### config.mk
export PLATFORM = sky130hd
export DESIGN_NAME = step_sequencer_flat
export DESIGN_NICKNAME = d
export VERILOG_FILES = /design/src/rtl/step_sequencer_if.sv /design/src/rtl/step_sequencer.sv /design/src/flat_wrapper.sv
export SDC_FILE = /design/constraint.sdc
export NUM_CORES = 1
export LEC_CHECK = 0
export CAP_MARGIN = 10
export CORE_UTILIZATION = 44
export DETAILED_ROUTE_END_ITERATION = 6
export PLACE_DENSITY = 0.86
export SYNTH_ARGS = -nofsm -noshare
export SYNTH_HDL_FRONTEND = slang
export SYNTH_SLANG_ARGS = --single-unit
### constraint.sdc
create_clock -name clk -period 4.8 [get_ports clk]
set_input_delay 0.96 -clock clk [delete_from_list [all_inputs] [get_ports clk]]
set_output_delay 0.96 -clock clk [all_outputs]
set_load 0.1 [all_outputs]
### src/rtl/step_sequencer_if.sv
// Phase-sequencer bus: debug/run control and memory status in, phase enables, status and performance counters out.
// The master side is the CPU/debug controller; the slave side is step_sequencer.
interface step_sequencer_if #(
  parameter int CNT_W = 32
);
  logic             run;
  logic             step_req;
  logic             halt_req;
  logic             mem_access;
  logic             mem_wait;
  logic             fetch_en;
  logic             decode_en;
  logic             exec_en;
  logic             mem_en;
  logic             wb_en;
  logic             pc_we;
  logic             retire;
  logic             busy;
  logic             halted;
  logic [CNT_W-1:0] retire_cnt;
  logic [CNT_W-1:0] stall_cnt;

  modport master (
    output run, step_req, halt_req, mem_access, mem_wait,
    input  fetch_en, decode_en, exec_en, mem_en, wb_en,
    input  pc_we, retire, busy, halted, retire_cnt, stall_cnt
  );

  modport slave (
    input  run, step_req, halt_req, mem_access, mem_wait,
    output fetch_en, decode_en, exec_en, mem_en, wb_en,
    output pc_we, retire, busy, halted, retire_cnt, stall_cnt
  );
endinterface

### src/rtl/step_sequencer.sv
// Moore phase sequencer (IF/ID/EX/MEM/WB) with boot/inter-instruction gaps, memory stretch and run/halt/step.
// Define STEP_SEQ_PERF_EN to implement retire_cnt/stall_cnt; otherwise both read 0.
module step_sequencer #(
  parameter int IDLE_INIT = 7,
  parameter int IDLE_RUN  = 3,
  parameter int CNT_W     = 32
) (
  input  logic             clk,
  input  logic             reset,
  step_sequencer_if.slave  bus
);

  typedef enum logic [2:0] {
    S_BOOT, S_HALTED, S_IF, S_ID, S_EX, S_MEM, S_WB, S_GAP
  } state_t;

  localparam int IW = 16;
  localparam logic [IW-1:0] INIT_LAST = (IDLE_INIT > 0) ? IW'(IDLE_INIT - 1) : '0;
  localparam logic [IW-1:0] RUN_LAST  = (IDLE_RUN  > 0) ? IW'(IDLE_RUN  - 1) : '0;

  state_t        state_q, state_d;
  logic          stop_q, stop_d, stop_now;
  logic [IW-1:0] idle_q;

  always_ff @(posedge clk) begin
    if (!reset) begin
      state_q <= S_BOOT;
      stop_q  <= 1'b0;
      idle_q  <= '0;
    end else begin
      state_q <= state_d;
      stop_q  <= stop_d;
      // Idle counter restarts on every state change and only advances while waiting in BOOT or GAP.
      if (state_d == state_q && (state_q == S_BOOT || state_q == S_GAP))
        idle_q <= idle_q + IW'(1);
      else
        idle_q <= '0;
    end
  end

  always_comb begin
    state_d       = state_q;
    stop_now      = stop_q;
    bus.fetch_en  = 1'b0;
    bus.decode_en = 1'b0;
    bus.exec_en   = 1'b0;
    bus.mem_en    = 1'b0;
    bus.wb_en     = 1'b0;
    bus.pc_we     = 1'b0;
    bus.retire    = 1'b0;
    bus.busy      = 1'b0;
    bus.halted    = 1'b0;

    // A halt request or dropped run seen this cycle counts immediately, so WB/GAP react without delay.
    if (state_q != S_BOOT && state_q != S_HALTED && (bus.halt_req || !bus.run))
      stop_now = 1'b1;
    stop_d = stop_now;

    case (state_q)
      S_BOOT: begin
        if (idle_q == INIT_LAST)
          state_d = bus.run ? S_IF : S_HALTED;
      end
      S_HALTED: begin
        bus.halted = 1'b1;
        if (bus.run) begin
          state_d = S_IF;
          stop_d  = 1'b0;
        end else if (bus.step_req) begin
          state_d = S_IF;
          stop_d  = 1'b1;
        end
      end
      S_IF: begin
        bus.fetch_en = 1'b1;
        bus.busy     = 1'b1;
        state_d      = S_ID;
      end
      S_ID: begin
        bus.decode_en = 1'b1;
        bus.busy      = 1'b1;
        state_d       = S_EX;
      end
      S_EX: begin
        bus.exec_en = 1'b1;
        bus.busy    = 1'b1;
        state_d     = S_MEM;
      end
      S_MEM: begin
        bus.mem_en = 1'b1;
        bus.busy   = 1'b1;
        if (!(bus.mem_access && bus.mem_wait))
          state_d = S_WB;
      end
      S_WB: begin
        bus.wb_en  = 1'b1;
        bus.pc_we  = 1'b1;
        bus.retire = 1'b1;
        bus.busy   = 1'b1;
        if (stop_now) begin
          state_d = S_HALTED;
          stop_d  = 1'b0;
        end else if (IDLE_RUN == 0) begin
          state_d = S_IF;
        end else begin
          state_d = S_GAP;
        end
      end
      S_GAP: begin
        if (stop_now) begin
          state_d = S_HALTED;
          stop_d  = 1'b0;
        end else if (idle_q == RUN_LAST) begin
          state_d = S_IF;
        end
      end
      default: state_d = S_BOOT;
    endcase
  end

`ifdef STEP_SEQ_PERF_EN
  logic [CNT_W-1:0] retire_q;
  logic [CNT_W-1:0] stall_q;

  always_ff @(posedge clk) begin
    if (!reset) begin
      retire_q <= '0;
      stall_q  <= '0;
    end else begin
      if (state_q == S_WB)
        retire_q <= retire_q + CNT_W'(1);
      if (state_q == S_MEM && bus.mem_access && bus.mem_wait)
        stall_q <= stall_q + CNT_W'(1);
    end
  end

  assign bus.retire_cnt = retire_q;
  assign bus.stall_cnt  = stall_q;
`else
  assign bus.retire_cnt = {CNT_W{1'b0}};
  assign bus.stall_cnt  = {CNT_W{1'b0}};
`endif

endmodule

### src/flat_wrapper.sv
// flat-port wrapper written by rule: the top's interface ports become plain ports
module step_sequencer_flat 
#(
  parameter int IDLE_INIT = 7,
  parameter int IDLE_RUN  = 3,
  parameter int CNT_W     = 32
)
  (clk, reset, bus_run, bus_step_req, bus_halt_req, bus_mem_access, bus_mem_wait, bus_fetch_en, bus_decode_en, bus_exec_en, bus_mem_en, bus_wb_en, bus_pc_we, bus_retire, bus_busy, bus_halted, bus_retire_cnt, bus_stall_cnt);
  step_sequencer_if #(.CNT_W(CNT_W)) bus_i ();
  input  logic clk;
  input  logic reset;
  input wire logic [$bits(bus_i.run)-1:0] bus_run;
  input wire logic [$bits(bus_i.step_req)-1:0] bus_step_req;
  input wire logic [$bits(bus_i.halt_req)-1:0] bus_halt_req;
  input wire logic [$bits(bus_i.mem_access)-1:0] bus_mem_access;
  input wire logic [$bits(bus_i.mem_wait)-1:0] bus_mem_wait;
  output wire logic [$bits(bus_i.fetch_en)-1:0] bus_fetch_en;
  output wire logic [$bits(bus_i.decode_en)-1:0] bus_decode_en;
  output wire logic [$bits(bus_i.exec_en)-1:0] bus_exec_en;
  output wire logic [$bits(bus_i.mem_en)-1:0] bus_mem_en;
  output wire logic [$bits(bus_i.wb_en)-1:0] bus_wb_en;
  output wire logic [$bits(bus_i.pc_we)-1:0] bus_pc_we;
  output wire logic [$bits(bus_i.retire)-1:0] bus_retire;
  output wire logic [$bits(bus_i.busy)-1:0] bus_busy;
  output wire logic [$bits(bus_i.halted)-1:0] bus_halted;
  output wire logic [$bits(bus_i.retire_cnt)-1:0] bus_retire_cnt;
  output wire logic [$bits(bus_i.stall_cnt)-1:0] bus_stall_cnt;
  assign bus_i.run = bus_run;
  assign bus_i.step_req = bus_step_req;
  assign bus_i.halt_req = bus_halt_req;
  assign bus_i.mem_access = bus_mem_access;
  assign bus_i.mem_wait = bus_mem_wait;
  assign bus_fetch_en = bus_i.fetch_en;
  assign bus_decode_en = bus_i.decode_en;
  assign bus_exec_en = bus_i.exec_en;
  assign bus_mem_en = bus_i.mem_en;
  assign bus_wb_en = bus_i.wb_en;
  assign bus_pc_we = bus_i.pc_we;
  assign bus_retire = bus_i.retire;
  assign bus_busy = bus_i.busy;
  assign bus_halted = bus_i.halted;
  assign bus_retire_cnt = bus_i.retire_cnt;
  assign bus_stall_cnt = bus_i.stall_cnt;
  step_sequencer #(.IDLE_INIT(IDLE_INIT), .IDLE_RUN(IDLE_RUN), .CNT_W(CNT_W)) u_core (.clk(clk), .reset(reset), .bus(bus_i));
endmodule
==> results of run 1 <==
through the flow:
step	power, mW	cells	utilization [%]
after global routing	0.822	264	47.4
final	0.793	264	47.4
after floorplan	0.634	269	-
after CTS	0.795	264	47.4
after global placement	0.624	260	45.4
after detailed placement	0.628	260	45.4
layer usage:
| metal | global-route usage, % | wire length [µm] |
|---|---|---|
| met5 | 0 | 0 |
| met2 | 18.3 | 1130 |
| met1 | 17.8 | 1150 |
| met4 | 6.10 | 38 |
| met3 | 1.81 | 165 |
critical path: cells and delay by family (launching register included):
family / cells / cell delay [ps]
AND/OR/NAND/NOR: 2 / 410
flip-flops: 1 / 590
buffers and inverters: 1 / 1170
placed cells by master (no fill, tap or decap), types with 2 or more instances in the layout:
| cell type | n |
|---|---|
| conb_1 | 64 |
| nor2_1 | 18 |
| inv_1 | 4 |
| xor2_1 | 9 |
| clkbuf_8 | 3 |
| a21oi_1 | 5 |
| and3_1 | 3 |
| xnor2_1 | 6 |
| ha_1 | 2 |
| nand4_1 | 5 |
| nor3_1 | 4 |
| o21ai_0 | 3 |
| clkdlybuf4s50_1 | 15 |
| nor4_2 | 3 |
| nor3b_1 | 3 |
| nor2_2 | 10 |
| and2_1 | 2 |
| nor2b_1 | 2 |
| nand3_1 | 8 |
| dfxtp_1 | 20 |
| nand2_1 | 14 |
report_power, final:
group / leakage, nW / switching, mW / internal (mW)
clock network: 0.0357 / 0.0548 / 0.111
logic: 0.493 / 0.354 / 0.0631
registers: 0.162 / 0.0277 / 0.182
total: 0.691 / 0.437 / 0.356
sequential cells by signal (all words and copies together) (netlist names):
| register | cells |
|---|---|
| u_core.state_q | 3 |
| u_core.idle_q | 16 |
| u_core.stop_q | 1 |
cell type report:
type	count	area [µm²]	area share [%]
clock inverter	1	30.0	1.84
timing repair buffer	15	150	9.20
sequential	20	400	24.5
multi-input combinational	175	938	57.5
clock buffer	3	41.3	2.53
tap	46	57.6	3.52
inverter	4	15.0	0.920
path summary, 6_finish.rpt:
kind                                 end  slack [ps]  cells after the start
max                            bus_pc_we        1410                      3
min          u_core.idle_q[0]$_SDFF_PN0_         490                      1
max reg2reg  u_core.idle_q[9]$_SDFF_PN0_        2730                      7
min reg2reg  u_core.idle_q[0]$_SDFF_PN0_         490                      1
logic make-up (layout without fill, tap and decap cells):
group / Yosys count / in the layout / synth area share, %
buf+inv: 74 / 23 / 32.9
flops: 20 / 20 / 24.4
fa+ha+maj: 2 / 2 / 1.52
other cells: 1 / 64 / 0.228
xor+xnor: 15 / 15 / 8.00
simple gates: 77 / 77 / 25.8
compound gates: 17 / 17 / 7.24
==> out/qor.csv, run 1 <==
metric,value,unit
die height,63.1,µm
final setup vio count,0,
number of global-route vias before repair,913,
largest net degree at the start of global routing,17,
PortBufs,15,
Area growth syn-to-layout,-0.533,%
RD Place Congestion,0.816,
leak pwr,0.691,nW
status,finished clean,
most numerous cell in the Yosys netlist,buf_4,
CP endpoint kind,primary output,
Area contributors post-synth,"buf_4, dfxtp_1, xor2_1, nor2_1, nor2_2",
Clock Pin Slew Worst Setup and Hold Paths,70,ps
critical path startpoint,u_core.state_q[2]$_SDFF_PN0_,
DPL Wire Length,1880,µm
Clock Skew,4.26,ps
Post-Synthesis Mean Instance Area,7.97,µm²
post-synthesis sequential area ratio,24.4,%
commonest cells in the netlist,"buf_4, dfxtp_1, nor2_1, nand2_1, nor2_2",
critical path data arrival time,2430,ps
die area,3980,µm²
"Clk Latency, worst-skew pair",260,ps
total number of vias,1168,
PD cells,486,nW/µm²
Post-Syn Area,1640,µm²
grt total ovfl,0,
post-cts resize count,0,
RSZ-0062 raised after global routing,false,
Post-CTS Setup Bufs,0,
Ports,80,
ratio of cells with drive above 1 in the final layout,8.72,%
hold path start,u_core.idle_q[0]$_SDFF_PN0_,
row count,21,
yosys warns,0,
synthesis-stage register bit count,20,
final hold vios,0,
fillers,348,
period utilization,70.7,%
# Max-Cap Violations,0,
Worst-Margin Slew,970,ps
CTS buffer count,3,
drt pass-1 iters,4,
Yosys top cell by area,buf_4,
final hold slack,494,ps
Max Freq,295,MHz
Pins Over Slew Limit,0,
Rel. slew slack,35.1,%
Crit-path slowest cell,clkdlybuf4s50_1,
Final nets,228,
first-pass GRT wire length,4050,µm
Synth top area share,30.6,%
path category of the worst min-delay check,reg -> reg,
CTS Buffer Depth,2,
initial antenna violation count,0,
TritonCTS clock tree,yes,
Root Driver,clkbuf_8,
Synth Instances,206,
crit path cell chain,nand2_1 -> nor2_1 -> clkdlybuf4s50_1,
R2R Path Start,u_core.idle_q[0]$_SDFF_PN0_,
starting density of the core,47.7,%
Total Wirelength,2490,µm
VDD IR max,0.000183,V
CP Launch Type,flip-flop,
number of diodes,0,
Crit Path Class,reg -> out,
Post-synth ARST share,0,%
Initial DRC Count,77,
count of cell types in the netlist,36,
Overall Global Routing Usage,12.5,%
Synth Flop Type,dfxtp_1,
crit-path max FO,13,
hold buffers post-CTS,0,
Num Clock Sinks,20,
residual DRC count,0,
min Tclk post-route,3390,ps
die width,63.1,µm
setup ws final,1410,ps
Vias/cell,4.42,
Placement Setup Slack,1690,ps
Max stage delay on crit path,1170,ps
DR WL/cell,9.43,µm
post-route cell area,1630,µm²
number of synthesized flops with an enable pin,0,
htree depth,1,
"Cell Area, Placed",1560,µm²
Final ANT Viol Nets,0,
setup tns final,0,ps
CP required,3840,ps
core area,3440,µm²
(Power assumes the default switching activity.)
==> run 2: changes to the inputs <==
--- a/config.mk
+++ b/config.mk
@@ -6,9 +6,9 @@
 export NUM_CORES = 1
 export LEC_CHECK = 0
 export CAP_MARGIN = 10
-export CORE_UTILIZATION = 44
+export CORE_UTILIZATION = 37
 export DETAILED_ROUTE_END_ITERATION = 6
-export PLACE_DENSITY = 0.86
+export PLACE_DENSITY = 0.77
 export SYNTH_ARGS = -nofsm -noshare
 export SYNTH_HDL_FRONTEND = slang
 export SYNTH_SLANG_ARGS = --single-unit
==> constraint.sdc (replaced) <==
create_clock -name clk -period 3.04 [get_ports clk]
set_input_delay 0.608 -clock clk [delete_from_list [all_inputs] [get_ports clk]]
set_output_delay 0.608 -clock clk [all_outputs]
set_load 0.1 [all_outputs]
==> run 2 against run 1 <==
  * Via count is 1.1% higher
  * Largest cell class unchanged
  * Clock power about the same
  * Global-route usage is 0.74 points lower
  * Final area down 2.1%
  * First-iteration DRC count increased by 69%
  * Critical path depth grew 3
  * Combinational power grew 59%
  * Clock skew fell by 0.54 ps
  * Non-clock buffer count increased by 1
==> out/qor.csv, run 2 (synthesized netlist as in run 1, its figures left out) <==
metric,value,unit,change
die height,68.6,µm,+8.8%
met2 GRT Util,19.6,%,+1.3 points
"commonest non-fill, non-tap cell in the layout",conb_1,,
Total Wirelength,2600,µm,+4.2%
number of flip-flops in the largest register,16,,unchanged
WHS Path Cells,1,,unchanged
status,finished clean,,
final setup vio count,0,,unchanged
Pins Over Slew Limit,0,,unchanged
grt total ovfl,0,,unchanged
Crit Path Class,in -> reg,,
CP required,3160,ps,-680 ps
Max stage delay on crit path,620,ps,-550 ps
most frequent cells in the layout,"conb_1, dfxtp_1, nor2_1, nand2_1",,
drt pass-1 iters,4,,unchanged
hold buffers post-CTS,0,,unchanged
die area,4710,µm²,+18%
Num Clock Sinks,20,,unchanged
VDD IR max,0.000267,V,+46%
met1 GRT Util,14.6,%,-3.2 points
multi-input logic area,943,µm²,+0.53%
leak pwr,0.704,nW,+1.9%
post-cts resize count,0,,unchanged
CTS Buffer Depth,2,,unchanged
min Tclk post-route,2510,ps,
total number of vias,1181,,+1.1%
number of global-route vias before repair,936,,+2.5%
setup tns final,0,ps,unchanged
GRT Max-Usage Layer,met2,,
Root Driver,clkbuf_8,,
Rel. slew slack,55.9,%,+21 points
Clock Pin Slew Worst Setup and Hold Paths,70,ps,about the same
RSZ-0062 raised after global routing,false,,
CTS buffer count,3,,unchanged
biggest regs,"u_core.idle_q x16, u_core.state_q x3, u_core.stop_q x1",,
crit-path max FO,16,,+3
fillers,435,,+25%
residual DRC count,0,,unchanged
row count,23,,+9.5%
met3 global-route usage,4.11,%,+2.3 points
RD Place Congestion,0.869,,+6.5%
final hold vios,0,,unchanged
Vias/cell,4.41,,-0.40%
DR WL/cell,9.68,µm,+2.7%
Final nets,229,,+0.44%
reg2reg setup slack,890,ps,-1840 ps
TritonCTS clock tree,yes,,
DPL Wire Length,2000,µm,+6.9%
CP Launch Type,input port,,
"Clk Latency, worst-skew pair",250,ps,about the same
critical path data arrival time,2640,ps,+210 ps
starting density of the core,39.9,%,-7.8 points
Initial DRC Count,130,,+69%
period utilization,82.7,%,
initial antenna violation count,0,,unchanged
R2R Path Start,u_core.idle_q[8]$_SDFF_PN0_,,
PD cells,728,nW/µm²,+50%
sequential cell area,400,µm²,unchanged
Final ANT Viol Nets,0,,unchanged
ratio of cells with drive above 1 in the final layout,13.3,%,+4.6 points
Overall Global Routing Usage,11.8,%,-0.74 points
Area growth syn-to-layout,-2.67,%,
number of diodes,0,,unchanged
Ports,80,,unchanged
hold path start,u_core.idle_q[0]$_SDFF_PN0_,,
Reg2Reg Depth,5,,-2
PortBufs,15,,unchanged
worst reg2reg path endpoint,u_core.idle_q[6]$_SDFF_PN0_,,
hold path endpoint,u_core.idle_q[0]$_SDFF_PN0_,,
Tot Pwr,1.16,mW,+47%
largest net degree at the start of global routing,17,,unchanged
CP endpoint kind,flip-flop,,
first-pass GRT wire length,4180,µm,+3.2%
htree depth,1,,unchanged
die width,68.6,µm,+8.8%
path category of the worst min-delay check,reg -> reg,,
# Max-Cap Violations,0,,unchanged
core area,4120,µm²,+20%
Largest Register,u_core.idle_q,,
Post-CTS Setup Bufs,0,,unchanged
Worst-Margin Slew,655,ps,-316 ps
Max Freq,398,MHz,
Clock Skew,3.72,ps,-0.541 ps
crit path cell chain,clkdlybuf4s50_1 -> and4b_1 -> nand4_1 -> a2111oi_1 -> a221o_2 -> nor2_1,,
Crit-path slowest cell,clkdlybuf4s50_1,,
## run 2: layer usage
metal	wire length (µm)	up-vias
li1	-	577
met1	1140	544
met2	1230	58
met3	222	2
met4	6	0
met5	0	-
## run 2: worst max-delay path by stage
stage / start / endpoint / slack [ps] / cells past startpoint
after detailed placement: bus_run / u_core.idle_q[6]$_SDFF_PN0_ / 280 / 6
after global routing: bus_run / u_core.idle_q[6]$_SDFF_PN0_ / 390 / 6
final: bus_run / u_core.idle_q[6]$_SDFF_PN0_ / 530 / 6
after CTS: bus_run / u_core.idle_q[6]$_SDFF_PN0_ / 540 / 6
after floorplan: u_core.state_q[0]$_SDFF_PN0_ / bus_retire / 150 / 3
after global placement: bus_run / u_core.idle_q[8]$_SDFF_PN0_ / 370 / 6
## run 2: final cells by class
type / count / share of cell area (%)
multi-input combinational: 175 / 59.0
sequential: 20 / 25.1
timing repair buffer: 16 / 8.46
tap: 50 / 3.92
clock buffer: 3 / 2.58
inverter: 4 / 0.940
## run 2: report_power, final
group	switching (mW)	internal (mW)	total, mW
Clock	0.0812	0.0881	0.169
Combinational	0.561	0.103	0.664
Sequential	0.0436	0.287	0.331
## run 2: per-stage QoR
stage	instance area, µm²	utilization [%]	hold WS (ps)	setup WS (ps)	instances
floorplan	1880	-	451	147	269
global placement	1560	37.8	475	365	265
detailed placement	1560	37.8	493	279	265
CTS	1600	38.8	511	538	268
global route	1600	38.8	535	386	268
finish	1600	38.8	502	525	268
## run 2: critical path, delay by kind of cell
kind	cells	cell delay [ps]
buf+inv	1	620
simple gates	3	470
compound gates	2	940
==> run 3: changes to the inputs <==
==> constraint.sdc (replaced) <==
create_clock -name clk -period 2.1 [get_ports clk]
set_input_delay 0.42 -clock clk [delete_from_list [all_inputs] [get_ports clk]]
set_output_delay 0.42 -clock clk [all_outputs]
set_load 0.1 [all_outputs]
==> run 3 against run 2 <==
  * Clock skew down 1.2 ps
  * Sequential power is 39% higher
  * Die area is the same
  * Count of clock-buffer cells in the layout did not move
  * First-iteration DRC count decreased by 11%
  * Critical path depth is the same
  * Highest routed layer unchanged
==> out/qor.csv, run 3 (synthesized netlist as in run 1, its figures left out) <==
metric,value,unit,change
critical path data arrival time,2210,ps,-430 ps
drt pass-1 iters,4,,unchanged
number of diodes,0,,unchanged
row count,23,,unchanged
CTS Buffer Depth,2,,unchanged
most frequent cells in the layout,"conb_1, dfxtp_1, nand2_1, nor2_2, nor2_1",,
path category of the worst min-delay check,reg -> reg,,
DR WL/cell,10.0,µm,+3.6%
Clock Pin Slew Worst Setup and Hold Paths,70,ps,about the same
VDD IR max,0.000374,V,+40%
TritonCTS clock tree,yes,,
core area,4120,µm²,unchanged
Comb pwr share,56.8,%,-0.2 points
Vias/cell,4.42,,+0.22%
Crit Path Class,in -> reg,,
crit-path max FO,8,,-8
Overall Global Routing Usage,12.5,%,+0.72 points
Area growth syn-to-layout,14.1,%,
Pins Over Slew Limit,0,,unchanged
total number of vias,1241,,+5.1%
Internal Power,910,µW,+90%
Post-CTS Setup Bufs,0,,unchanged
CP endpoint kind,flip-flop,,
htree depth,1,,unchanged
NetSw,1.05,mW,+52%
Ports,80,,unchanged
fillers,390,,-10%
RD Place Congestion,0.881,,+1.4%
period utilization,95.9,%,
Largest Register,u_core.idle_q,,
largest net degree at the start of global routing,14,,-3
first-pass GRT wire length,4390,µm,+5.0%
Final ANT Viol Nets,0,,unchanged
initial antenna violation count,0,,unchanged
min Tclk post-route,2010,ps,
Num Clock Sinks,20,,unchanged
die area,4710,µm²,unchanged
# Max-Cap Violations,0,,unchanged
Net Sw Frac,53.5,%,-5.5 points
CTS buffer count,3,,unchanged
final setup vio count,0,,unchanged
"Core Util, Final",45.5,%,+6.7 points
CP Launch Type,input port,,
CP required,2300,ps,-860 ps
"commonest non-fill, non-tap cell in the layout",conb_1,,
Root Driver,clkbuf_8,,
"Clk Latency, worst-skew pair",260,ps,about the same
ratio of cells with drive above 1 in the final layout,22.1,%,+8.8 points
status,finished clean,,
sequential cell area,403,µm²,+0.62%
setup ws final,86.8,ps,-439 ps
Max Freq,497,MHz,
DPL Wire Length,2100,µm,+4.5%
Final nets,241,,+5.2%
residual DRC count,0,,unchanged
clock share of power,19.7,%,+5.2 points
PortBufs,15,,unchanged
Initial DRC Count,116,,-11%
final hold vios,0,,unchanged
PD cells,1040,nW/µm²,+43%
final hold slack,530,ps,+27.8 ps
number of global-route vias before repair,990,,+5.8%
multi-input logic area,988,µm²,+4.8%
biggest regs,"u_core.idle_q x16, u_core.state_q x3, u_core.stop_q x1",,
leak pwr,0.811,nW,+15%
grt total ovfl,0,,unchanged
Clock Skew,2.50,ps,-1.22 ps
starting density of the core,39.9,%,unchanged
Total Wirelength,2820,µm,+8.6%
Reg power frac,23.6,%,-4.8 points
number of flip-flops in the largest register,16,,unchanged
die height,68.6,µm,unchanged
Placement Setup Slack,-312,ps,-591 ps
die width,68.6,µm,unchanged
run 3: worst paths after layout:
path	from	end	slack [ps]	depth (start not counted)
setup / recovery	bus_step_req	u_core.idle_q[8]$_SDFF_PN0_	90	6
hold / removal	u_core.idle_q[0]$_SDFF_PN0_	u_core.idle_q[0]$_SDFF_PN0_	530	2
setup reg to reg	u_core.idle_q[1]$_SDFF_PN0_	u_core.idle_q[3]$_SDFF_PN0_	140	6
hold reg to reg	u_core.idle_q[0]$_SDFF_PN0_	u_core.idle_q[0]$_SDFF_PN0_	530	2
run 3: area by class of cell:
class,count,share of cell area (%)
Multi-Input combinational cell,176,52.8
Timing Repair Buffer,27,17.8
Inverter,4,0.802
Clock inverter,1,1.60
Tap cell,50,3.34
Clock buffer,3,2.20
Sequential cell,20,21.5
run 3: critical path, stage by stage:
cell,delay (ps)
clkdlybuf4s50_1,470
or4b_1,500
a21oi_2,190
a2111oi_4,50
a221o_2,420
nor2_1,150
run 3: what timing repair did:
| action | CTS | global route |
|---|---|---|
| pin swaps | 0 | 1 |
| cloned | 1 | 0 |
| endpoints found under the setup margin | 14 | 19 |
| gates resized for setup | 2 | 6 |
| hold buffers | 0 | 0 |
run 3: power by group through the flow:
stage | clock network (mW) | registers, mW | logic [mW]
final | 0.384 | 0.461 | 1.11
after CTS | 0.394 | 0.458 | 1.10
after global routing | 0.411 | 0.469 | 1.17
after global placement | 0 | 0.465 | 1.06
after floorplan | 0 | 0.451 | 1.01
after detailed placement | 0 | 0.467 | 1.07
run 3: stage by stage:
stage	total power, mW	instance area [µm²]	setup TNS (ps)	instances
floorplan	1.46	1890	-312	269
CTS	1.95	1850	0	281
finish	1.96	1870	0	281
global route	2.05	1870	-4.00	281
detailed placement	1.54	1760	-4640	276
global placement	1.53	1760	-3630	276
run 3: metal layers:
layer	up-vias	track usage (%)	share of wire (%)
met5	-	0	0
met4	0	6.51	2.0
met3	7	2.63	7.3
met2	58	20.0	47
met1	568	15.7	43
li1	608	-	-
